==> src/rtl/sample_feeder_pkg.sv <==
// ---------------------------------------------------------------------------
// sample_feeder_pkg
// Shared definitions for the filter front end: the default sample width,
// the feeder FSM state encodings and the minimum spacing between filter
// start pulses.
// ---------------------------------------------------------------------------
package sample_feeder_pkg;

    // Default converter sample width
    localparam int DATA_SIZE_DEF = 24;

    // Feeder FSM state encodings
    localparam logic [1:0] ST_IDLE      = 2'd0;
    localparam logic [1:0] ST_TRIG      = 2'd1;
    localparam logic [1:0] ST_WAIT_DONE = 2'd2;
    localparam logic [1:0] ST_HOLD      = 2'd3;

    // Minimum number of cycles between consecutive sample_trig pulses
    localparam int TRIG_GAP = 5;

endpackage

==> src/rtl/sample_fifo.sv <==
// ---------------------------------------------------------------------------
// sample_fifo
// Sample buffer between the converter and the feeder FSM. Writes are
// synchronous; the oldest entry is always visible on head and is removed
// by rd_en, with the consumer registering head on the same edge.
// Storage is not reset; only pointers and occupancy are.
//
// Ports
//   clk      in   clock
//   reset    in   synchronous, active-high reset
//   wr_en    in   write wr_data this cycle (ignored when full)
//   wr_data  in   DATA_SIZE sample to store
//   rd_en    in   pop the head entry this cycle (ignored when empty)
//   head     out  DATA_SIZE oldest stored sample
//   count    out  log2(FIFO_DEPTH)+1 current occupancy
// ---------------------------------------------------------------------------
module sample_fifo
    import sample_feeder_pkg::*;
#(
    parameter int DATA_SIZE  = DATA_SIZE_DEF,
    parameter int FIFO_DEPTH = 8
) (
    input  logic                        clk,
    input  logic                        reset,
    input  logic                        wr_en,
    input  logic [DATA_SIZE-1:0]        wr_data,
    input  logic                        rd_en,
    output logic [DATA_SIZE-1:0]        head,
    output logic [$clog2(FIFO_DEPTH):0] count
);

    localparam int PTR_W = $clog2(FIFO_DEPTH);
    localparam logic [PTR_W:0] FULL_LVL = (PTR_W+1)'(FIFO_DEPTH);

    logic [DATA_SIZE-1:0] mem [FIFO_DEPTH];
    logic [PTR_W-1:0]     wr_ptr;
    logic [PTR_W-1:0]     rd_ptr;
    logic                 do_wr;
    logic                 do_rd;

    assign do_wr = wr_en && (count != FULL_LVL);
    assign do_rd = rd_en && (count != '0);
    assign head  = mem[rd_ptr];

    always_ff @(posedge clk) begin
        if (do_wr) begin
            mem[wr_ptr] <= wr_data;
        end
    end

    // Depth is a power of two, so the pointers wrap by plain overflow
    always_ff @(posedge clk) begin
        if (reset) begin
            wr_ptr <= '0;
            rd_ptr <= '0;
            count  <= '0;
        end else begin
            if (do_wr) begin
                wr_ptr <= wr_ptr + 1'b1;
            end
            if (do_rd) begin
                rd_ptr <= rd_ptr + 1'b1;
            end
            case ({do_wr, do_rd})
                2'b10:   count <= count + 1'b1;
                2'b01:   count <= count - 1'b1;
                default: count <= count;
            endcase
        end
    end

endmodule

==> src/rtl/sample_feeder.sv <==
// ---------------------------------------------------------------------------
// sample_feeder
// Buffers converter samples and hands them one at a time to the filter
// section: pops a sample into data_out (offset-binary converted when
// SIGNED_IN=1), pulses sample_trig, waits for filter_done (bounded by
// TIMEOUT), holds one more cycle for the filter's last stage, then repeats.
//
// Ports
//   clk          in   clock
//   reset        in   synchronous, active-high reset
//   adc_data     in   DATA_SIZE converter sample
//   adc_valid    in   adc_data valid this cycle
//   adc_ready    out  buffer can accept a sample
//   data_out     out  DATA_SIZE sample presented to the filter section
//   sample_trig  out  one-cycle start pulse to the filter section
//   filter_done  in   filter section result-ready pulse
//   overflow     out  sticky: a sample was dropped on a full buffer
//   timeout_err  out  sticky: filter_done did not arrive in time
//   fill_level   out  log2(FIFO_DEPTH)+1 current buffer occupancy
// ---------------------------------------------------------------------------
module sample_feeder
    import sample_feeder_pkg::*;
#(
    parameter int DATA_SIZE  = DATA_SIZE_DEF,
    parameter int FIFO_DEPTH = 8,
    parameter int SIGNED_IN  = 1,
    parameter int TIMEOUT    = 15
) (
    input  logic                        clk,
    input  logic                        reset,
    input  logic [DATA_SIZE-1:0]        adc_data,
    input  logic                        adc_valid,
    output logic                        adc_ready,
    output logic [DATA_SIZE-1:0]        data_out,
    output logic                        sample_trig,
    input  logic                        filter_done,
    output logic                        overflow,
    output logic                        timeout_err,
    output logic [$clog2(FIFO_DEPTH):0] fill_level
);

    localparam int LVL_W = $clog2(FIFO_DEPTH) + 1;
    localparam int CNT_W = $clog2(TIMEOUT + 1);

    localparam logic [LVL_W-1:0] FULL_LVL = LVL_W'(FIFO_DEPTH);
    localparam logic [CNT_W-1:0] CNT_LAST = CNT_W'(TIMEOUT - 1);
    localparam logic [2:0]       GAP_MIN  = 3'(TRIG_GAP - 1);

    logic [1:0]           state;
    logic [1:0]           state_nxt;
    logic [CNT_W-1:0]     wait_cnt;
    logic [2:0]           gap;
    logic [DATA_SIZE-1:0] head;
    logic                 wr_en;
    logic                 pop;
    logic                 timeout_hit;

    // Two's-complement to offset binary is an MSB flip
    function automatic logic [DATA_SIZE-1:0] to_offset(input logic [DATA_SIZE-1:0] s);
        if (SIGNED_IN != 0) begin
            return {~s[DATA_SIZE-1], s[DATA_SIZE-2:0]};
        end
        return s;
    endfunction

    sample_fifo #(
        .DATA_SIZE  (DATA_SIZE),
        .FIFO_DEPTH (FIFO_DEPTH)
    ) u_fifo (
        .clk     (clk),
        .reset   (reset),
        .wr_en   (wr_en),
        .wr_data (adc_data),
        .rd_en   (pop),
        .head    (head),
        .count   (fill_level)
    );

    // Readiness comes from registered occupancy only, so a pop in the same
    // cycle never opens room for a write on a full buffer.
    assign adc_ready = (fill_level < FULL_LVL);
    assign wr_en     = adc_valid && adc_ready;

    // gap counts cycles since the last trig. A filter that answers one
    // cycle after the trig would otherwise allow a 4-cycle trig spacing;
    // IDLE waits until the gap guarantees TRIG_GAP.
    assign pop = (state == ST_IDLE) && (fill_level != '0) && (gap >= GAP_MIN);

    // Done has priority over the timeout in the last allowed cycle
    assign timeout_hit = (state == ST_WAIT_DONE) && !filter_done && (wait_cnt == CNT_LAST);

    always_comb begin
        state_nxt = state;
        case (state)
            ST_IDLE:      if (pop) state_nxt = ST_TRIG;
            ST_TRIG:      state_nxt = ST_WAIT_DONE;
            ST_WAIT_DONE: begin
                if (filter_done) begin
                    state_nxt = ST_HOLD;
                end else if (timeout_hit) begin
                    state_nxt = ST_IDLE;
                end
            end
            ST_HOLD:      state_nxt = ST_IDLE;
            default:      state_nxt = ST_IDLE;
        endcase
    end

    always_ff @(posedge clk) begin
        if (reset) begin
            state       <= ST_IDLE;
            wait_cnt    <= '0;
            gap         <= '1;
            sample_trig <= 1'b0;
            overflow    <= 1'b0;
            timeout_err <= 1'b0;
            data_out    <= '0;
        end else begin
            state       <= state_nxt;
            sample_trig <= (state_nxt == ST_TRIG);
            wait_cnt    <= (state == ST_WAIT_DONE) ? wait_cnt + 1'b1 : '0;
            if (sample_trig) begin
                gap <= 3'd1;
            end else if (gap != 3'd7) begin
                gap <= gap + 1'b1;
            end
            if (adc_valid && !adc_ready) begin
                overflow <= 1'b1;
            end
            if (timeout_hit) begin
                timeout_err <= 1'b1;
            end
            if (pop) begin
                data_out <= to_offset(head);
            end
        end
    end

endmodule

==> config.mk <==
export PLATFORM = sky130hd
export DESIGN_NAME = sample_feeder
export DESIGN_NICKNAME = d
export VERILOG_FILES = /design/src/rtl/sample_feeder_pkg.sv /design/src/rtl/sample_fifo.sv /design/src/rtl/sample_feeder.sv
export SDC_FILE = /design/constraint.sdc
export NUM_CORES = 1
export LEC_CHECK = 0
export BUFFER_PORTS_ARGS = -buffer_cell sky130_fd_sc_hd__buf_4
export CORE_MARGIN = 2
export CORE_UTILIZATION = 35
export DETAILED_ROUTE_END_ITERATION = 8
export HOLD_SLACK_MARGIN = 0.12
export PLACE_DENSITY_LB_ADDON = 0.25
export SYNTH_ARGS = -nofsm -noshare
export SYNTH_HDL_FRONTEND = slang
export SYNTH_SLANG_ARGS = --single-unit
export TNS_END_PERCENT = 100
==> constraint.sdc <==
create_clock -name clk -period 8.1 [get_ports clk]
set_input_delay 1.62 -clock clk [delete_from_list [all_inputs] [get_ports clk]]
set_output_delay 1.62 -clock clk [all_outputs]
set_load 0.01 [all_outputs]
==> flow_summary_export.csv <==
group,metric,value,unit
final_layout,final_cell_mix,"edfxtp_1, buf_4, mux4_2, dfxtp_1, nor2_1",
floorplanning,pin_count,60,
synth,yosysWarnings,0,
min_path,hp-class,"flip-flop to flip-flop",
min_path,holdPathStages,2,
clocking,cts.sinks,241,
route,drt_iter0_markers,282,
clocking,ctsHtreeMaxLevel,1,
clocking,cts_tree,"built",
timing,fin_skew,15.6,ps
final_layout,syn_to_final_growth,18.3,%
power_and_ir_drop,power.density,323,nW/um^2
route,dr.pass1.iters,7,
worst_setup_path,path_cells,"buf_4 > nor2b_1 > inv_1 > ha_1 > xor2_1 > ha_1 > a21oi_1 > xor2_1 > or3_1 > a21oi_1",
placement,io_buffers,59,
global_route,grt_pass1_wl,26700,um
timing,finalSetupViolations,0,
timing,totalNegativeSetupSlack,0,ps
synth,syn_nets,514,
route,avgRoutedWirePerCell,19.4,um
timing,finalHoldViolCount,0,
clocking,clk_pin_slew,60,ps
power_and_ir_drop,power.leakage,3.53,nW
min_path,hold_start,"overflow",
floorplanning,die_x,164,um
timing,worstMarginPinSlew,1040,ps
final_layout,diodes,0,
clocking,post_cts_resized,0,
placement,place_inst,853,
worst_setup_path,max_stage_delay,320,ps
global_route,overflow,0,
clocking,root_buffer,"clkbuf_16",
clocking,hold_buffers,0,
final_layout,drive_above_1_share,30.5,%
global_route,grt_max_degree,49,
synth,ys_ff_latch,241,
worst_setup_path,crit_arrival,3500,ps
worst_setup_path,crit_type,"input pin to flip-flop",
route,via_count,4450,
synth,yosysUniqueCellTypes,34,
worst_setup_path,critPathSlowestCell,"nor2b_1",
floorplanning,coreArea,25200,um^2
worst_setup_path,crit_path_end_kind,"flip-flop",
final_layout,final_cells,900,
clocking,clockBufferDepth,3,
timing,post-route-min-period,3050,ps
route,drtAntennaViolNets,0,
worst_setup_path,reg2reg_to,"u_fifo.count[2]",
floorplanning,dieHeight,164,um
synth,synth_area_per_cell,18.8,um^2
worst_setup_path,r2r-start,"u_fifo.count[0]",
worst_setup_path,cp-start-kind,"input pin",
final_layout,num-nets-final,588,
placement,gp_congestion,0.686,
global_route,antenna_found_initial,0,
global_route,grt_pass1_vias,4629,
power_and_ir_drop,ir_drop,0.000203,V
worst_setup_path,cp.required,8550,ps
outcome,status,"finished, final reports clean",
route,drc,0,
route,totalWireLength,17400,um
worst_setup_path,crit_family,"simple AND/OR/NAND/NOR gates",
clocking,cts_made_buffers,26,
final_layout,final_common_cell,"edfxtp_1",
floorplanning,dieArea,27000,um^2
route,viasPerCell,4.94,
timing,period_share,37.6,%
floorplanning,start_util,35.7,%
floorplanning,core.rowCount,58,
worst_setup_path,reg2reg_slack,5390,ps
placement,place_hpwl,9570,um
global_route,track_usage,13.1,%
worst_setup_path,r2r_cells,9,
timing,rsz0062_at_grt,"no",
timing,slew_viol_final,0,
clocking,cts_setup_buffers,0,
min_path,hold_end,"overflow",
worst_setup_path,cp_max_fo,5,
synth,synth_seq_area_share,75.1,%
worst_setup_path,cp.buffers_inverters,2,
timing,fmax,328,MHz
final_layout,utilization,42.2,%
clocking,clk_latency,530,ps
job,maxCapViolations,0,
timing,max_slew_margin,30.4,%
synth,synthesis.area,8980,um^2
synth,syn_inst,477,
-- worst min-delay path: stages (launching register included) --
cell and delay, ps:
dfxtp_1 320, a21oi_1 40, nor2_1 70
-- worst max path at each step --
| stage | from | to | depth (start not counted) |
|---|---|---|---|
| final | adc_valid | u_fifo.count[2] | 10 |
| after global routing | adc_valid | u_fifo.count[2] | 10 |
| after CTS | adc_valid | u_fifo.count[2] | 10 |
| after detailed placement | adc_valid | u_fifo.count[2] | 10 |
| after global placement | adc_valid | u_fifo.count[2] | 10 |
| after floorplan | adc_valid | u_fifo.mem[0][0] | 3 |
-- area by class of cell --
cell class                 instances  area (um^2)
inverter                           4         15.0
fill                            2180        14600
clock buffer                      41          757
timing repair buffer              68          510
multi-input combinational        210         2100
sequential                       241         6750
tap                              330          413
clock inverter                     6         80.1
-- where the power goes --
part | internal [W] | total [W] | switching (W)
sequential | 0.00147 | 0.00157 | 0.000104
clock | 0.000674 | 0.00112 | 0.000450
combinational | 0.000334 | 0.000732 | 0.000398
total | 0.00248 | 0.00343 | 0.000952
-- state kept, by name (all words and copies together) (netlist names), 2 cells and up, named ones only --
signal	flops
u_fifo.rd_ptr	3
wait_cnt	4
state	2
gap	3
u_fifo.mem	192
u_fifo.wr_ptr	3
data_out	24
u_fifo.count	4
-- logic make-up (layout without fill, tap and decap cells) --
| family | count (synthesis) | after routing | share of synthesized area (%) |
|---|---|---|---|
| fa+ha+maj | 9 | 9 | 1.25 |
| mux | 56 | 56 | 12.9 |
| compound gates | 36 | 36 | 2.42 |
| simple gates | 100 | 100 | 5.60 |
| flops | 241 | 241 | 75.1 |
| xor+xnor | 9 | 9 | 0.878 |
| buf+inv | 26 | 119 | 1.80 |
-- Yosys cell counts --
cell type	instances	share of area, %
edfxtp_1	192	64
dfxtp_1	49	11
mux4_2	48	12
nor2_1	44	1.8
nor3_1	23	1.3
o22ai_1	23	1.6
ha_1	9	1.3
a21oi_1	7	0.39
clkbuf_1	7	0.29
mux2i_1	7	0.78
nand2_1	7	0.29
buf_2	6	0.33
buf_6	6	0.75
xor2_1	6	0.59
inv_1	4	0.17
nand2b_1	4	0.28
nor2_2	4	0.28
buf_4	3	0.25
nand3_1	3	0.17
nor2b_1	3	0.21
nor3_2	3	0.33
xnor2_1	3	0.29
nand3_2	2	0.22
o21ai_0	2	0.11
o21bai_1	2	0.17
or3_1	2	0.14
a21o_1	1	0.084
a31oi_1	1	0.070
and2_4	1	0.098
and4b_1	1	0.11
mux2_2	1	0.13
nand3b_1	1	0.084
nor3b_2	1	0.14
or4_4	1	0.13
-- stage by stage --
stage	setup WS, ps	power [W]	hold slack (ps)	cell area [um^2]
CTS	5070	0.00349	472	10600
global route	4900	0.00362	489	10600
finish	5050	0.00343	470	10600
detailed placement	4550	0.00235	458	9790
global placement	4600	0.00232	441	9790
floorplan	3960	0.00212	430	8980
-- routing by layer --
metal / vias to the layer above / share of wire (%) / global-route usage [%]
met5: - / 0 / 0
met4: 0 / 1.6 / 2.83
met3: 20 / 3.6 / 2.32
met2: 83 / 51 / 23.1
met1: 2309 / 44 / 17.0
li1: 2038 / - / -
No activity file was read; power rests on OpenSTA's default activity.
